## src/rtl/fpdiv.sv

```systemverilog
// rtl/fpdiv.sv - sequential IEEE-754 single-precision divider, restoring mantissa divide, one quotient bit per cycle
module fpdiv (
  input  logic        clk,
  input  logic        rst,
  input  logic        Start,
  input  logic [31:0] A,
  input  logic [31:0] B,
  output logic [31:0] P,
  output logic        Done,
  output logic        OF,
  output logic        UF,
  output logic        DZ,
  output logic        NV
);

  typedef enum logic [2:0] {
    S_IDLE, S_CHECK, S_DIV, S_NORM, S_ROUND, S_RANGE, S_PACK, S_DONE
  } state_t;

  state_t             r_state, w_next;
  logic [31:0]        r_a, r_b;
  logic               r_sign;
  logic [24:0]        r_r;
  logic [23:0]        r_d;
  logic [25:0]        r_q;
  logic [4:0]         r_cnt;
  logic signed [9:0]  r_e;
  logic [23:0]        r_m;
  logic               r_g;
  logic               r_spec;
  logic [31:0]        r_spec_p;
  logic [31:0]        r_p;
  logic               r_of, r_uf, r_dz, r_nv;

  logic [7:0]  w_ea, w_eb;
  logic [22:0] w_fa, w_fb;
  logic        w_sign;
  logic        w_za, w_zb, w_ia, w_ib, w_na, w_nb;
  logic        w_special;
  logic [31:0] w_spec_p;
  logic        w_set_nv, w_set_dz;
  logic [9:0]  w_e_init;
  logic        w_ge;
  logic [24:0] w_sub;
  logic [24:0] w_m_inc;

  assign w_ea   = r_a[30:23];
  assign w_eb   = r_b[30:23];
  assign w_fa   = r_a[22:0];
  assign w_fb   = r_b[22:0];
  assign w_sign = r_a[31] ^ r_b[31];
  assign w_za   = (w_ea == 8'd0);
  assign w_zb   = (w_eb == 8'd0);
  assign w_ia   = (w_ea == 8'hFF) && (w_fa == 23'd0);
  assign w_ib   = (w_eb == 8'hFF) && (w_fb == 23'd0);
  assign w_na   = (w_ea == 8'hFF) && (w_fa != 23'd0);
  assign w_nb   = (w_eb == 8'hFF) && (w_fb != 23'd0);

  assign w_e_init = {2'b00, w_ea} - {2'b00, w_eb} + 10'd127;
  assign w_ge     = (r_r >= {1'b0, r_d});
  assign w_sub    = r_r - {1'b0, r_d};
  assign w_m_inc  = {1'b0, r_m} + 25'd1;

  // Special-operand classification; priority: invalid, inf dividend, divide-by-zero, zero result.
  always_comb begin
    w_special = 1'b1;
    w_spec_p  = 32'd0;
    w_set_nv  = 1'b0;
    w_set_dz  = 1'b0;
    if (w_na || w_nb || (w_ia && w_ib) || (w_za && w_zb)) begin
      w_spec_p = 32'h7FC00000;
      w_set_nv = 1'b1;
    end else if (w_ia) begin
      w_spec_p = {w_sign, 8'hFF, 23'd0};
    end else if (w_zb) begin
      w_spec_p = {w_sign, 8'hFF, 23'd0};
      w_set_dz = 1'b1;
    end else if (w_za || w_ib) begin
      w_spec_p = {w_sign, 31'd0};
    end else begin
      w_special = 1'b0;
    end
  end

  always_comb begin
    w_next = r_state;
    case (r_state)
      S_IDLE:  if (Start) w_next = S_CHECK;
      S_CHECK: w_next = w_special ? S_PACK : S_DIV;
      S_DIV:   if (r_cnt == 5'd25) w_next = S_NORM;
      S_NORM:  w_next = S_ROUND;
      S_ROUND: w_next = S_RANGE;
      S_RANGE: w_next = S_PACK;
      S_PACK:  w_next = S_DONE;
      S_DONE:  w_next = S_IDLE;
      default: w_next = S_IDLE;
    endcase
  end

  always_ff @(posedge clk) begin
    if (rst) r_state <= S_IDLE;
    else     r_state <= w_next;
  end

  always_ff @(posedge clk) begin
    if (rst) begin
      r_a <= 32'd0; r_b <= 32'd0; r_sign <= 1'b0;
      r_r <= 25'd0; r_d <= 24'd0; r_q <= 26'd0; r_cnt <= 5'd0;
      r_e <= 10'sd0; r_m <= 24'd0; r_g <= 1'b0;
      r_spec <= 1'b0; r_spec_p <= 32'd0; r_p <= 32'd0;
      r_of <= 1'b0; r_uf <= 1'b0; r_dz <= 1'b0; r_nv <= 1'b0;
    end else begin
      case (r_state)
        S_IDLE: if (Start) begin
          r_a <= A; r_b <= B;
          r_of <= 1'b0; r_uf <= 1'b0; r_dz <= 1'b0; r_nv <= 1'b0;
          r_spec <= 1'b0;
        end
        S_CHECK: begin
          r_sign   <= w_sign;
          r_spec   <= w_special;
          r_spec_p <= w_spec_p;
          r_nv     <= w_set_nv;
          r_dz     <= w_set_dz;
          r_r      <= {2'b01, w_fa};
          r_d      <= {1'b1, w_fb};
          r_q      <= 26'd0;
          r_cnt    <= 5'd0;
          r_e      <= $signed(w_e_init);
        end
        S_DIV: begin
          r_r   <= w_ge ? {w_sub[23:0], 1'b0} : {r_r[23:0], 1'b0};
          r_q   <= {r_q[24:0], w_ge};
          r_cnt <= r_cnt + 5'd1;
        end
        S_NORM: begin
          if (r_q[25]) begin
            r_m <= r_q[25:2]; r_g <= r_q[1];
          end else begin
            r_m <= r_q[24:1]; r_g <= r_q[0];
            r_e <= r_e - 10'sd1;
          end
        end
        S_ROUND: if (r_g) begin
          if (w_m_inc[24]) begin
            r_m <= 24'h800000;
            r_e <= r_e + 10'sd1;
          end else begin
            r_m <= w_m_inc[23:0];
          end
        end
        S_RANGE: begin
          if (r_e >= 10'sd255) begin
            r_of <= 1'b1; r_spec <= 1'b1; r_spec_p <= {r_sign, 8'hFF, 23'd0};
          end else if (r_e <= 10'sd0) begin
            r_uf <= 1'b1; r_spec <= 1'b1; r_spec_p <= {r_sign, 31'd0};
          end
        end
        S_PACK: r_p <= r_spec ? r_spec_p : {r_sign, r_e[7:0], r_m[22:0]};
        default: ;
      endcase
    end
  end

  assign P    = r_p;
  assign Done = (r_state == S_DONE);
  assign OF   = r_of;
  assign UF   = r_uf;
  assign DZ   = r_dz;
  assign NV   = r_nv;

endmodule

```

## config.mk

```make
export PLATFORM = sky130hd
export DESIGN_NAME = fpdiv
export DESIGN_NICKNAME = d
export VERILOG_FILES = /design/src/rtl/fpdiv.sv
export SDC_FILE = /design/constraint.sdc
export NUM_CORES = 1
export LEC_CHECK = 0
export CAP_MARGIN = 20
export CORE_MARGIN = 8
export CORE_UTILIZATION = 36
export CTS_BUF_LIST = sky130_fd_sc_hd__clkbuf_8 sky130_fd_sc_hd__clkbuf_16
export DETAILED_ROUTE_END_ITERATION = 8
export PLACE_DENSITY_LB_ADDON = 0.3
export RECOVER_POWER = 25
export SYNTH_ARGS = -nofsm -noshare
export SYNTH_HDL_FRONTEND = slang
export SYNTH_SLANG_ARGS = --single-unit
```

## constraint.sdc

```tcl
create_clock -name clk -period 4.04 [get_ports clk]
set_input_delay 0.404 -clock clk [delete_from_list [all_inputs] [get_ports clk]]
set_output_delay 0.404 -clock clk [all_outputs]
set_load 0.05 [all_outputs]
```

Yosys cells after proc, flatten, opt, wreduce, memory -nomap -nowiden
Index checks and enable logic that the tools add are counted.

Bits in registers: 252. Input bits: 67. Output and inout bits: 37. Word-level logic and storage cells: 124.

Add/subtract/negate cells: 7. $lt $le $gt $ge: 3. Equality and inequality tests: 19. Mux-type cells: 43. Bitwise operators: 1. Reductions and logical operators: 33.

Operators with widths (number): $mux W32 (7); $mux W24 (3); $pmux W32 S2 (1); $pmux W26 S2 (1); $pmux W25 S2 (1); $pmux W24 S2 (1); $logic_not A23 Y1 (2); $reduce_bool A23 Y1 (2); $mux W10 (3); $pmux W10 S3 (1); $add A24 B1 Y25 const B (1); $ge A25 B24 Y1 (1); $mux W25 (1); $pmux W3 S8 (1); $sub A24 B24 Y24 (1); $eq A8 B8 Y1 const B (2); $logic_not A8 Y1 (2); $ne A2 B2 Y1 const B (8); $mux W1 (14); $eq A3 B3 Y1 const B (4); $add A10 B2 Y10 const B (1); $add A9 B8 Y10 const B (1); $ge A10 B9 Y1 const B (1); $le A10 B1 Y1 const B (1); 20 further kinds (45).

Longest topological paths before layout
Depth in word-level cells: 9. Gate-level depth with buffers: 16. Mapped depth without buffers: 13.

Worst setup path after synthesis
No wires, ideal clock.

Kind: flip-flop to flip-flop. Start point: reg r_state[1]. End point: reg r_e[9]. Setup time: 0.080 ns. Arrival time: 3.701 ns. Data required time: 3.960 ns. Path slack: 0.259 ns. Stages on the path, launching flop included: 17. Buffers on the path: 3. Period minus slack after synthesis: 3.781 ns. Cells stage by stage: dfxtp_1 clkbuf_1 inv_1 and3_1 clkbuf_1 inv_1 clkbuf_1 ha_1 a21oi_1 nor2b_1 o31a_1 or4_1 a2111oi_0 nor3b_1 mux2i_1 o311a_1 a211oi_2.

Word-level cells in the longest chain between the ends: 3. Elaborated cells between the ends (all ways): 9. Those cells by class: 6 x eq/ne; 1 x mux; 2 x reduce/logical.

Ends and longest elaborated chain: start: declaration (line 20) `state_t r_state, w_next;`; start signal: assignment (line 102) `else r_state <= w_next;`; $eq A3 B3 Y1, or another cell as far along (line 113) `case (r_state)`; $ne A2 B2 Y1 (no source line) or $reduce_bool A3 Y1 (tied branches); $reduce_and A4 Y1 (no source line); end signal: assignment (line 129) `r_e <= $signed(w_e_init);`; end signal: assignment (line 141) `r_e <= r_e - 10'sd1;`; end signal: assignment (line 147) `r_e <= r_e + 10'sd1;`; end: declaration (line 27) `logic signed [9:0] r_e;`.

Parallel ways exist; a longest one is shown, timed or not. A chain may end at the register's enable or synchronous reset.

Worst setup path in the final report
Start point: reg r_state[2]. End point: reg r_dz, in the netlist DZ.

Word-level cells in the longest chain between the ends: 3. Elaborated cells between the ends (all ways): 6. Those cells by class: 2 x eq/ne; 1 x mux; 3 x reduce/logical.

Ends and longest elaborated chain: $eq A3 B1 Y1 or $logic_not A3 Y1 (tied branches) (line 113); $reduce_bool A2 Y1 (no source line) or $ne A2 B2 Y1 (tied branches); $reduce_and A2 Y1 (no source line); end signal: assignment (line 124) `r_dz <= w_set_dz;`; end: declaration (line 33) `logic r_of, r_uf, r_dz, r_nv;`.

Parallel ways exist; a longest one is shown, timed or not.

==> run metrics <==
worst min-delay path startpoint=rst; Placed Cells=1,922; register area share after synthesis=0.3869; Pwr Density=508.2 mW/mm²; worst r2r path cells=8; Mapped Area=0.01154 mm²; Post-CTS Hold Fix Bufs=0; First-pass DRT Iterations=5; CP Capture Type=register; fin cells=1,968; Leakage=0.004847 µW; Clock Skew=0.01107 ns; area of the core=0.03156 mm²; post-synthesis adder-cell area fraction=0.05324; highest clock rate=281.2 MHz; Finished Cell Area=0.01371 mm²; Clock Sinks=223; first-pass GRT wire length=51.89 mm; Final Max Slew Viols=64; DRC violations left=0; reg2reg end=DZ; post-placement cell area=0.01284 mm²; drt initial violations=787; CTS buffer count=25; asr flop ratio synth=0; layout cells sized above 1=0.04917; routed vias=10,650; Yosys cell types=67; Synth Area in Compound Gates=0.2268; worst r2r src=r_state[2]; Synth Flop Type=dfxtp_1; height of the die=195.0 µm; headroom to the max-slew limit=-0.1395; Req. time, crit path=4.42 ns; routability cong.=0.9289; Worst Setup SP=r_state[2]; GR Util All Layers=0.1601; Final min period=3.556 ns; Via density=5.413; cells after synthesis=1,496; Initial Utilization=0.3657; failing checks=capacitance limit, slew limit; Reg2Reg Setup Slack=0.48 ns; depth of the CTS H-tree=1; WL final=31.74 mm; Post-CTS Setup Inserts=0; largest family of logic cells by synthesized area=compound AO/OA/AOI/OAI gates; WHS Path Cells=2; Synth Area in XOR/XNOR=0.02884; RSZ-0062 raised after global routing=no; Post-synth EDFFs=0; max_cap viols=2; setup violators final=0; Skew-Pair Late Insertion Delay=0.52 ns; Die ar.=0.03804 mm²; worst ir drop on vdd=0.3504 mV; status=finished, violations left; Routed Antenna Nets=0; WL per Instance=16.13 µm; CP Class=register to register; Layout Nets=1,664; root buffer cell=clkbuf_16; GRT overflow=0; Yosys warning total=0; # rows=65; multiplexer area fraction after synthesis=0.03329; top cell type's share of synthesized area=0.3869; largest net degree at the start of global routing=93; WHS Endpoint=r_a[12]; Top Ports=104; Syn-to-layout area delta=18.84%; Worst-path clk slew=0.06 ns; CTS tree=yes; critical path fanouts, max=31; vias in the first global route=10,020; critical path startpoint category=register; Yosys reg bits=223; Post-Synth Simple-Gate Area=0.2228; worst hold path class=input port to register; I/O Buffers=103; post-CTS sizing=0; final hold vios=0; DP HPWL=22.93 mm; Filler cells=3,237; Crit path arrival time=3.93 ns; initial antenna violation count=0; post-synth top area cell=dfxtp_1; worst slew pin tran=1.708 ns; Post-Syn Area per Cell=7.714 µm²; antenna diode count=0; Area contributors post-synth=dfxtp_1 39%, nand2_1 8.8%, a21oi_1 8.6%; Die X=195.0 µm; Max Buffers Root-to-Sink=3; Syn Nets=1,610; setup tns final=0 ns; Final Cycle Share=0.8802
[flip-flops by register name (all words and copies together) (netlist names), 3 cells and up]
signal	count
P	32
r_a	32
r_b	32
r_cnt	5
r_d	24
r_e	10
r_m	24
r_q	26
r_r	25
r_spec_p	3
r_state	3
[synth_stat cells (all sizes together), types with 4 or more instances]
cell type    n
and3        13
buf         15
o21ai       55
xnor2       23
inv         48
o31ai        7
a211oi      32
a21oi      199
mux2i       36
a21o        14
a22oi       37
nand2b       6
nor2       125
o32ai       15
or2          6
clkbuf      81
nor2b       10
a31oi        7
a311oi       6
nor3        39
o211ai       6
o21a         4
and2         9
o22ai        8
a32oi        7
xor2        15
nand3       52
nand2      273
nand4       14
nor4        19
or3          4
dfxtp      223
ha          45
[cells in the final DEF, fill, tap and decap left out, drive strengths merged, types with 13 or more instances in the layout]
cell             n
o32ai           15
a22oi           37
nand2          273
mux2i           36
nand3           52
and3            13
a21oi          199
inv             54
clkdlybuf4s50   91
o21ai           55
a211oi          32
nor3            39
xor2            15
clkbuf          29
nor4            19
dfxtp          223
ha              45
nor2           125
xnor2           23
nand4           14
buf             19
a21o            14
[cells by family (layout without fill, tap and decap cells)]
group,count (synthesis),in the layout
and+or+nand+nor,582,582
AOI/OAI and AO/OA,424,424
DFF,223,223
buffers and inverters,144,214
adders and majority gates,48,48
xor gates and xnor gates,38,38
muxes,37,37
[metrics by stage]
| step | total power, µW | hold slack (ns) | util | worst slack, ns |
|---|---|---|---|---|
| finish | 6970 | 0.2868 | 0.4346 | 0.4842 |
| CTS | 7012 | 0.2669 | 0.4335 | 0.5665 |
| detailed placement | 4675 | 0.4454 | 0.4071 | 0.5646 |
| floorplan | 4145 | 0.4353 | - | 0.2591 |
| global route | 7366 | 0.2942 | 0.4346 | 0.1423 |
| global placement | 4666 | 0.4391 | 0.4071 | 0.6677 |
[report_power, final]
part / total (µW) / internal [µW] / switching (µW) / leakage, µW
Clock: 2310 / 1410 / 900 / 0.000419
Sequential: 2460 / 2330 / 130 / 0.00181
Combinational: 2200 / 887 / 1310 / 0.00262
[metal layers]
layer / part of all wire / global-route usage / vias up
met4: 0.036 / 0.05867 / 0
met5: 0 / 0 / -
met1: 0.47 / 0.2128 / 4938
li1: - / - / 5430
met2: 0.45 / 0.2597 / 229
met3: 0.043 / 0.02442 / 55
[layout make-up]
type,count,area (µm²),area share
Timing Repair Buffer,123,1195,0.08713
Sequential cell,223,4464,0.3255
Clock buffer,27,653.1,0.04762
Clock inverter,16,182.7,0.01332
Tap cell,402,503.0,0.03668
Multi-Input combinational cell,1129,6536,0.4766
Inverter,48,180.2,0.01314
[worst max-delay path, cell delays in order (launching register included)]
cell and delay, ns:
dfxtp_1 0.32, clkbuf_1 0.55, nor2_1 0.18, nand2_1 0.11, clkbuf_1 1.10, nand2_1 0.49
buf_4 0.38, a32oi_1 0.22, nor2_1 0.05
[how the worst max path moves through the flow]
stage              to  slack [ns]  cells after the start
3_5_place_dp   r_e[9]        0.56                     13
6_report           DZ        0.48                      8
3_3_place_gp   r_e[9]        0.67                     13
4_1_cts        r_e[9]        0.57                     13
5_1_grt            DZ        0.14                      8
2_1_floorplan  r_e[9]        0.26                     16
Power figures use the tool's default switching activity.
